[src/rtl/ut_enc_pkg.sv]
// Shared types, constants and calendar tables for the ut_encode block.
// UT_ENC_CHECK_EN (see ut_encode.sv) uses month_len for day-of-month validation.
package ut_enc_pkg;

  typedef enum logic [1:0] {
    IDLE    = 2'd0,
    COLLECT = 2'd1,
    CALC    = 2'd2,
    OUT     = 2'd3
  } ut_state_e;

  localparam int EPOCH_YEAR       = 1970;
  localparam int EPOCH_DOW        = 4;
  localparam int SEC_PER_DAY      = 86400;
  localparam int DIGITS_PER_FRAME = 14;
  localparam int LAST_CALC_STEP   = 3;

  // Days before the first of month m in a non-leap year; 0 outside 1..12.
  function automatic logic [15:0] cum_days(input logic [5:0] m);
    case (m)
      6'd1:    return 16'd0;
      6'd2:    return 16'd31;
      6'd3:    return 16'd59;
      6'd4:    return 16'd90;
      6'd5:    return 16'd120;
      6'd6:    return 16'd151;
      6'd7:    return 16'd181;
      6'd8:    return 16'd212;
      6'd9:    return 16'd243;
      6'd10:   return 16'd273;
      6'd11:   return 16'd304;
      6'd12:   return 16'd334;
      default: return 16'd0;
    endcase
  endfunction

  function automatic logic [5:0] month_len(input logic [5:0] m, input logic leap);
    case (m)
      6'd2:                   return leap ? 6'd29 : 6'd28;
      6'd4, 6'd6, 6'd9, 6'd11: return 6'd30;
      6'd1, 6'd3, 6'd5, 6'd7,
      6'd8, 6'd10, 6'd12:     return 6'd31;
      default:                return 6'd0;
    endcase
  endfunction

endpackage

[src/rtl/ut_encode_if.sv]
// Digit-stream input and result output bundle for ut_encode.
interface ut_encode_if;
  // Valid-only protocol, no ready: the source holds in_valid high for 14
  // consecutive cycles with one BCD digit per cycle; the block answers with a
  // single-cycle out_valid pulse, and out_time/out_day are zero otherwise.
  logic        in_valid;
  logic [3:0]  in_digit;
  logic        out_valid;
  logic [30:0] out_time;
  logic [2:0]  out_day;

  modport master (
    output in_valid,
    output in_digit,
    input  out_valid,
    input  out_time,
    input  out_day
  );

  modport slave (
    input  in_valid,
    input  in_digit,
    output out_valid,
    output out_time,
    output out_day
  );
endinterface

[src/rtl/ut_day_count.sv]
// Combinational (year, month, day) -> days since 1970-01-01.
// Y%4 leap rule is exact over 1970..2037.
module ut_day_count
  import ut_enc_pkg::*;
(
  input  logic [10:0] year_i,
  input  logic [5:0]  month_i,
  input  logic [5:0]  day_i,
  output logic [15:0] days_o
);

  logic [10:0] yoff;
  logic [15:0] yoff_w;
  logic [15:0] leap_adj;

  always_comb begin
    yoff     = year_i - 11'(EPOCH_YEAR);
    yoff_w   = {5'd0, yoff};
    leap_adj = (month_i > 6'd2 && year_i[1:0] == 2'b00) ? 16'd1 : 16'd0;
    // (yoff + 1) / 4 counts leap years strictly before year_i, starting at 1972.
    days_o   = yoff_w * 16'd365
             + ((yoff_w + 16'd1) >> 2)
             + cum_days(month_i)
             + leap_adj
             + {10'd0, day_i}
             - 16'd1;
  end

endmodule

[src/rtl/ut_encode.sv]
// Serial BCD date/time (YYYYMMDDhhmmss) to 31-bit Unix time and day of week.
// Optional input validation is built when UT_ENC_CHECK_EN is defined.
module ut_encode
  import ut_enc_pkg::*;
(
  input  logic       clk,
  input  logic       rst_n,
  ut_encode_if.slave bus,
  output ut_state_e  dbg_state_o
);

  ut_state_e   state_q;
  logic [3:0]  cnt_q;
  logic [10:0] year_q;
  logic [5:0]  mon_q;
  logic [5:0]  day_q;
  logic [5:0]  hour_q;
  logic [5:0]  min_q;
  logic [5:0]  sec_q;
  logic [15:0] days_q;
  logic [16:0] sod_q;
  logic [30:0] prod_q;
  logic [30:0] sum_q;
  logic [2:0]  dow_q;
  logic        out_valid_q;
  logic [30:0] out_time_q;
  logic [2:0]  out_day_q;

  logic [3:0]  dig;
  logic [10:0] year_base;
  logic [10:0] year_next;
  logic [5:0]  fld_cur;
  logic [5:0]  fld_next;
  logic [15:0] days_w;
  logic [16:0] sod_d;
  logic [30:0] prod_d;
  logic [30:0] sum_d;
  logic [2:0]  dow_d;

  assign dig = bus.in_digit;

  // Decimal accumulation: the field addressed by the digit index absorbs one digit.
  always_comb begin
    year_base = (state_q == IDLE) ? 11'd0 : year_q;
    year_next = year_base * 11'd10 + {7'd0, dig};
    case (cnt_q)
      4'd4, 4'd5:   fld_cur = mon_q;
      4'd6, 4'd7:   fld_cur = day_q;
      4'd8, 4'd9:   fld_cur = hour_q;
      4'd10, 4'd11: fld_cur = min_q;
      default:      fld_cur = sec_q;
    endcase
    fld_next = fld_cur * 6'd10 + {2'd0, dig};
  end

  ut_day_count u_day_count (
    .year_i  (year_q),
    .month_i (mon_q),
    .day_i   (day_q),
    .days_o  (days_w)
  );

  always_comb begin
    sod_d  = {11'd0, hour_q} * 17'd3600 + {11'd0, min_q} * 17'd60 + {11'd0, sec_q};
    prod_d = {15'd0, days_q} * 31'(SEC_PER_DAY);
    sum_d  = prod_q + {14'd0, sod_q};
    dow_d  = 3'((days_q + 16'(EPOCH_DOW)) % 16'd7);
  end

`ifdef UT_ENC_CHECK_EN
  logic        bad_q;
  logic [14:0] year_wide;
  logic [9:0]  fld_wide;
  logic        digit_bad;
  logic        acc_bad;
  logic        range_bad;

  // Wide copies catch digit sequences that would wrap a field back into range.
  always_comb begin
    year_wide = {4'd0, year_base} * 15'd10 + {11'd0, dig};
    fld_wide  = {4'd0, fld_cur} * 10'd10 + {6'd0, dig};
    digit_bad = dig > 4'd9;
    acc_bad   = (cnt_q < 4'd4) ? (year_wide > 15'd2047) : (fld_wide > 10'd63);
    range_bad = (year_q < 11'd1970) || (year_q > 11'd2037)
             || (mon_q == 6'd0) || (mon_q > 6'd12)
             || (day_q == 6'd0) || (day_q > month_len(mon_q, year_q[1:0] == 2'b00))
             || (hour_q > 6'd23) || (min_q > 6'd59) || (sec_q > 6'd59);
  end
`endif

  always_ff @(posedge clk or negedge rst_n) begin
    if (!rst_n) begin
      state_q     <= IDLE;
      cnt_q       <= '0;
      year_q      <= '0;
      mon_q       <= '0;
      day_q       <= '0;
      hour_q      <= '0;
      min_q       <= '0;
      sec_q       <= '0;
      days_q      <= '0;
      sod_q       <= '0;
      prod_q      <= '0;
      sum_q       <= '0;
      dow_q       <= '0;
      out_valid_q <= 1'b0;
      out_time_q  <= '0;
      out_day_q   <= '0;
`ifdef UT_ENC_CHECK_EN
      bad_q       <= 1'b0;
`endif
    end else begin
      out_valid_q <= 1'b0;
      out_time_q  <= '0;
      out_day_q   <= '0;
      case (state_q)
        IDLE: begin
          if (bus.in_valid) begin
            state_q <= COLLECT;
            cnt_q   <= 4'd1;
            year_q  <= year_next;
            mon_q   <= '0;
            day_q   <= '0;
            hour_q  <= '0;
            min_q   <= '0;
            sec_q   <= '0;
`ifdef UT_ENC_CHECK_EN
            bad_q   <= digit_bad | acc_bad;
`endif
          end
        end
        COLLECT: begin
          if (!bus.in_valid) begin
            state_q <= IDLE;
            cnt_q   <= '0;
          end else begin
            case (cnt_q)
              4'd1, 4'd2, 4'd3: year_q <= year_next;
              4'd4, 4'd5:       mon_q  <= fld_next;
              4'd6, 4'd7:       day_q  <= fld_next;
              4'd8, 4'd9:       hour_q <= fld_next;
              4'd10, 4'd11:     min_q  <= fld_next;
              default:          sec_q  <= fld_next;
            endcase
`ifdef UT_ENC_CHECK_EN
            bad_q <= bad_q | digit_bad | acc_bad;
`endif
            if (cnt_q == 4'(DIGITS_PER_FRAME - 1)) begin
              state_q <= CALC;
              cnt_q   <= '0;
            end else begin
              cnt_q <= cnt_q + 4'd1;
            end
          end
        end
        CALC: begin
          cnt_q <= cnt_q + 4'd1;
          case (cnt_q)
            4'd0: begin
              days_q <= days_w;
              sod_q  <= sod_d;
`ifdef UT_ENC_CHECK_EN
              bad_q  <= bad_q | range_bad;
`endif
            end
            4'd1: prod_q <= prod_d;
            4'd2: begin
              sum_q <= sum_d;
              dow_q <= dow_d;
            end
            default: begin
              // Result registers load on the same edge that enters OUT.
              state_q     <= OUT;
              cnt_q       <= '0;
              out_valid_q <= 1'b1;
`ifdef UT_ENC_CHECK_EN
              out_time_q  <= bad_q ? 31'h7FFF_FFFF : sum_q;
              out_day_q   <= bad_q ? 3'd7 : dow_q;
`else
              out_time_q  <= sum_q;
              out_day_q   <= dow_q;
`endif
            end
          endcase
        end
        OUT: begin
          state_q <= IDLE;
          cnt_q   <= '0;
        end
        default: begin
          state_q <= IDLE;
          cnt_q   <= '0;
        end
      endcase
    end
  end

  assign bus.out_valid = out_valid_q;
  assign bus.out_time  = out_time_q;
  assign bus.out_day   = out_day_q;
  assign dbg_state_o   = state_q;

endmodule

[src/flat_wrapper.sv]
// flat-port wrapper written by rule: the top's interface ports become plain ports
module ut_encode_flat import ut_enc_pkg::*;
  (clk, rst_n, dbg_state_o, bus_in_valid, bus_in_digit, bus_out_valid, bus_out_time, bus_out_day);
  ut_encode_if bus_i ();
  input  logic clk;
  input  logic rst_n;
  output ut_state_e dbg_state_o;
  input wire logic [$bits(bus_i.in_valid)-1:0] bus_in_valid;
  input wire logic [$bits(bus_i.in_digit)-1:0] bus_in_digit;
  output wire logic [$bits(bus_i.out_valid)-1:0] bus_out_valid;
  output wire logic [$bits(bus_i.out_time)-1:0] bus_out_time;
  output wire logic [$bits(bus_i.out_day)-1:0] bus_out_day;
  assign bus_i.in_valid = bus_in_valid;
  assign bus_i.in_digit = bus_in_digit;
  assign bus_out_valid = bus_i.out_valid;
  assign bus_out_time = bus_i.out_time;
  assign bus_out_day = bus_i.out_day;
  ut_encode u_core (.clk(clk), .rst_n(rst_n), .bus(bus_i), .dbg_state_o(dbg_state_o));
endmodule
[config.mk]
export PLATFORM = sky130hd
export DESIGN_NAME = ut_encode_flat
export DESIGN_NICKNAME = d
export VERILOG_FILES = /design/src/rtl/ut_enc_pkg.sv /design/src/rtl/ut_encode_if.sv /design/src/rtl/ut_day_count.sv /design/src/rtl/ut_encode.sv /design/src/flat_wrapper.sv
export SDC_FILE = /design/constraint.sdc
export NUM_CORES = 1
export LEC_CHECK = 0
export CAP_MARGIN = 20
export CORE_MARGIN = 1
export CORE_UTILIZATION = 50
export DETAILED_ROUTE_END_ITERATION = 6
export GPL_ROUTABILITY_DRIVEN = 0
export PLACE_DENSITY = 0.74
export SYNTH_ARGS = -nofsm -noshare
export SYNTH_HDL_FRONTEND = slang
export SYNTH_HIERARCHICAL = 1
export SYNTH_SLANG_ARGS = --single-unit
[constraint.sdc]
create_clock -name clk -period 26.5 [get_ports clk]
set_clock_uncertainty 0.15 [all_clocks]
set_input_delay 2.65 -clock clk [delete_from_list [all_inputs] [get_ports clk]]
set_output_delay 2.65 -clock clk [all_outputs]
set_load 0.02 [all_outputs]
[Yosys cells after proc, flatten, opt, wreduce, memory -nomap -nowiden]
Memory sizes are Yosys's and may differ from the RTL's.
Cells that the tools add are included.
Storage, ports and cells
  flip-flop bits (word level): 173
  bits in latches: 0
  bits in writable memories: 0
  bits in read-only memories: 144
  output and inout port bits: 37
  memories kept: 1
Operators by class
  add/subtract/negate cells: 14
  multiply operators: 6
  divide/modulo/power cells: 1
  $lt $le $gt $ge: 1
  equal/unequal tests: 25
  shifts and indexed selects: 0
  muxes and demuxes: 40
  bitwise gates (word level): 0
  reduce and logical (&&, ||, !) cells: 23
Memory list
  (name not given): words 16, bits a word 9, read ports 1, clocked after Yosys merged registers in 0, write ports 0, line ut_enc_pkg.sv:20  | case (m)
Operator list (number)
  $mux W6: 11
  $mux W31: 2
  $pmux W6 S2: 5
  $mux W11: 4
  $add A31 B17 Y31: 1
  $mul A16 B10 Y24 const B: 1
  $pmux W6 S4: 1
  $reduce_and A4 Y1: 6
  $pmux W11 S2: 1
  $eq A4 B4 Y1 const B: 5
  $ne A2 B2 Y1 const B: 9
  $add A17 B12 Y17: 1
  $add A17 B6 Y17: 1
  $add A16 B1 Y16: 1
  $add A16 B10 Y16: 1
  $add A16 B16 Y16: 1
  $add A16 B3 Y16 const B: 1
  $add A16 B6 Y16: 1
  $eq A4 B3 Y1 const B: 4
  $mod A16 B3 Y16 const B: 1
  $mul A11 B9 Y16 const B: 1
  $mux W16: 1
  $mux W4: 4
  $pmux W4 S4: 1
  29 further kinds: 45

[Longest topological paths before layout]
  depth after elaboration: 8
  gate-level depth with buffers: 52

[Cells and area by module]
The synthesis kept the hierarchy.
By module, submodules not included
  ut_encode: instances 1, cells each 1933, area an instance 16895.0 sq um, sequential area each 4329.2 sq um
  ut_day_count: instances 1, cells each 403, area an instance 3469.6 sq um, sequential area each 0.0 sq um

[Worst setup path before layout]
OpenSTA, ideal clock, no wires.
  path type: register to register
  start: register u_core.days_q[4]
  end: register u_core.dow_q[0]
  setup time: 0.131 ns
  arrival time: 10.878 ns
  setup slack: 15.341 ns
  stages on the path, launching flop included: 48
  path buffers: 7
  period minus slack after synthesis: 11.159 ns
  cells stage by stage: dfrtp_1 ha_1 nand3_1 nor4_4 xnor2_1 clkbuf_1 a311oi_1 a221oi_1 nor4b_4 a41oi_1 o211ai_2 nand4_2 and3_1 or4_1 buf_2 a311o_1 o211ai_2 a211oi_1 (+12 left out) a211oi_4 o21ai_2 buf_6 a311o_1 or4_1 buf_2 nand3_1 nand2_1 ha_1 inv_1 a311o_1 nand2b_1 a211o_1 and4_4 o311ai_4 nand2b_1 xnor2_1 o21ai_1
Between the ends
  cells in the longest elaborated chain, start to end: 2
RTL lines
  from (decl): line ut_encode.sv:20  | logic [15:0] days_q;
  from (signal assigned): line ut_encode.sv:160  | days_q <= days_w;
  $add A16 B3 Y16: line ut_encode.sv:67  | dow_d = 3'((days_q + 16'(EPOCH_DOW)) % 16'd7);
  $mod A16 B3 Y16: line ut_encode.sv:67
  to (signal assigned): line ut_encode.sv:169  | dow_q <= dow_d;
  to (decl): line ut_encode.sv:24  | logic [2:0] dow_q;
No other way between the ends.
A chain may end at the register's enable or synchronous reset.

[Final worst setup path]
  start: register u_core.days_q[2]
  end: register u_core.dow_q[0]
Same word-level chain as after synthesis.

==> flow_summary_export.csv <==
group,metric,value,unit
clock_tree,cts_buffers,17,
cells_and_area,antenna_cells,0,
clock_tree,clk_latency,0.45,ns
worst_setup_path,r2r_start,"u_core/days_q[2]",
die,core,39900,um^2
worst_setup_path,r2r-end,"u_core/dow_q[0]",
clock_tree,htreeDepth,4,
drt,vias_per_cell,5.91,
place,numPortBuffers,43,
clock_tree,root_buffer,"clkbuf_16",
logic_synthesis,synth_seq_cells,173,
sta,fin_crit,14.39,ns
worst_setup_path,r2r_slack,12.11,ns
global_routing,grt_util_all_layers,0.235,
worst_setup_path,critPathLaunchType,"flip-flop",
sta,rsz0062_at_grt,"false",
drt,ant_nets,0,
sta,maxSlewViolCount,0,
logic_synthesis,synth_edf_count,0,
global_routing,antenna_found_initial,0,
sta,final-hold-violation-count,0,
die,rows,73,
hold_path,hold_path.class,"flip-flop to flip-flop",
global_routing,grt_pass1_vias,16800,
drt,wire_per_inst,16.8,um
logic_synthesis,synth_area_leader_cell,"dfrtp_1",
logic_synthesis,yosysSeqAreaShare,0.213,
logic_synthesis,ys_warn_count,6,
cells_and_area,multi_input_area,14600,um^2
sta,setup_viol,0,
cells_and_area,final_util,0.547,
logic_synthesis,synth_nets,2687,
global_routing,grt_first_pass_wirelength,80.8,mm
cells_and_area,fillers,3537,
logic_synthesis,synthDistinctLibCells,104,
logic_synthesis,yosysMostFrequentCell,"inv_1",
sta,tightestPinTransition,1.01,ns
clock_tree,cts_max_path_buffers,2,
die,die_height,204,um
global_routing,grt_max_degree,76,
drt,vias,17000,
hold_path,whs_endpoint,"u_core/sum_q[27]",
worst_setup_path,end_kind,"flip-flop",
logic_synthesis,yosys-top-cells-area,"dfrtp_1 (21%), ha_1 (14%), fa_1 (11%), xnor2_1 (5.8%), inv_1 (5.6%)",
die,dieArea,41500,um^2
cells_and_area,nets,2690,
die,num_io_pins,44,
sta,slew_headroom,0.321,
hold_path,whs_path_depth,2,
worst_setup_path,rr_worst_depth,41,
die,initial_core_util,0.510,
logic_synthesis,synth_area,20400,um^2
run,maxCapViolCount,0,
worst_setup_path,crit_path_max_incr_delay,0.94,ns
worst_setup_path,critPathRequiredTime,26.68,ns
sta,tns,0,ns
clock_tree,numClockSinks,173,
logic_synthesis,yosys.area.top_type_share,0.213,
sta,finalCritPeriodShare,0.543,
clock_tree,post_cts_resized,0,
logic_synthesis,synth_top_flop_cell,"dfrtp_1",
clock_tree,clk_pin_slew,0.08,ns
sta,clock.fmax,69.5,MHz
logic_synthesis,async_flop_share,1.00,
cells_and_area,seq_area,4330,um^2
drt,dr.pass1.iters,6,
place,place_hpwl,37.9,mm
clock_tree,cts_hold_buffers,0,
worst_setup_path,worstPathArrival,14.57,ns
die,chipWidth,204,um
drt,drt-total-wl,48.2,mm
logic_synthesis,synth_area_per_cell,8.72,um^2
clock_tree,cts_tree,"done",
worst_setup_path,critical_path_class,"flip-flop to flip-flop",
global_routing,globalRoute.totalOverflow,0,
logic_synthesis,synth_commonest_cells,"inv_1 (306), ha_1 (230), nand2_1 (206), dfrtp_1 (173), o21ai_0 (151)",
cells_and_area,drive_gt1_frac,0.0634,
worst_setup_path,crit_slowest_cell,"o41ai_2",
drt,drtIter0Drc,1385,
worst_setup_path,cp_max_fo,18,
hold_path,worstHoldStart,"u_core/sum_q[27]",
logic_synthesis,syn_inst,2336,
run_status,status,"finished, final reports clean",
drt,drc,0,
cells_and_area,syn_to_final_growth,7.29,%
clock_tree,cts_setup_buffers,0,
[layout by cell type (no fill, tap or decap), types with 19 or more instances in the layout]
master / netlist / final
and2_1: 55 / 55
ha_1: 230 / 230
nand2_1: 206 / 205
nand3_1: 60 / 60
xnor2_1: 134 / 134
o211ai_1: 19 / 19
and3_1: 23 / 23
xor2_1: 33 / 33
a31oi_1: 21 / 21
nor2_1: 100 / 99
nor2b_1: 26 / 26
o21ai_0: 151 / 151
nand2b_1: 20 / 20
nand4_1: 22 / 22
mux2_2: 52 / 52
a21oi_1: 90 / 90
a21o_1: 40 / 40
clkdlybuf4s50_1: 0 / 42
inv_1: 306 / 306
o21bai_1: 34 / 34
nor3_1: 46 / 46
fa_1: 114 / 114
dfrtp_1: 173 / 173
[layout make-up]
type / count / share of cell area
Tap cell: 525 / 0.0301
Timing Repair Buffer: 55 / 0.0242
Inverter: 307 / 0.0527
Sequential cell: 173 / 0.198
Multi-Input combinational cell: 1785 / 0.668
Clock buffer: 17 / 0.0195
Clock inverter: 15 / 0.00785
[how the worst max path moves through the flow]
| stage | endpoint | start | cells past startpoint | slack (ns) |
|---|---|---|---|---|
| 5_1_grt | u_core/dow_q[0] | u_core/days_q[2] | 41 | 11.23 |
| 2_1_floorplan | u_core/dow_q[0] | u_core/days_q[4] | 47 | 15.34 |
| 6_report | u_core/dow_q[0] | u_core/days_q[2] | 41 | 12.11 |
| 4_1_cts | u_core/dow_q[0] | u_core/days_q[2] | 41 | 12.48 |
| 3_3_place_gp | u_core/dow_q[0] | u_core/days_q[2] | 40 | 13.22 |
| 3_5_place_dp | u_core/dow_q[0] | u_core/days_q[2] | 41 | 12.55 |
[state kept, by name, indices dropped and copies added (netlist names), 6 cells and up, named ones only]
register and cells:
u_core/hour_q 6, u_core/mon_q 6, u_core/days_q 16, u_core/min_q 6, u_core/bus.out_time 31, u_core/year_q 11
u_core/sod_q 17, u_core/sec_q 6, u_core/day_q 6, u_core/prod_q 24, u_core/sum_q 31
[worst max-delay path, delay by kind of cell, from the launching register on]
family | cells | cell delay [ns]
AOI/OAI and AO/OA | 19 | 7.30
xor gates and xnor gates | 3 | 0.87
adders and majority gates | 3 | 0.99
buffers and inverters | 1 | 0.05
DFF | 1 | 0.70
and+or+nand+nor | 15 | 4.16
[logic make-up (layout without fill, tap and decap cells)]
family,after synthesis,count (layout),share of synthesized area
xor gates and xnor gates,169,169,0.0734
and+or+nand+nor,633,633,0.158
DFF,173,173,0.213
buffers and inverters,378,394,0.0715
adders and majority gates,344,344,0.253
muxes,62,62,0.0337
AOI/OAI and AO/OA,577,577,0.197
[per-layer routing]
metal,GRT usage,part of all wire
met4,0.0776,0.025
met3,0.0305,0.050
met1,0.301,0.44
met5,0,0
met2,0.408,0.49
[stage by stage]
| stage | std cells | cell area, um^2 | worst slack, ns | hold slack (ns) |
|---|---|---|---|---|
| final | 2877 | 21800 | 12.11 | 0.323 |
| after global routing | 2877 | 21800 | 11.23 | 0.337 |
| after CTS | 2874 | 21800 | 12.48 | 0.329 |
| after detailed placement | 2842 | 21200 | 12.55 | 0.312 |
| after global placement | 2842 | 21200 | 13.22 | 0.303 |
| after floorplan | 2336 | 20400 | 15.34 | 0.290 |
Power is left out: the tool's default activity adds up to more than one toggle a clock period on the data nets, which glitch-free logic cannot reach.
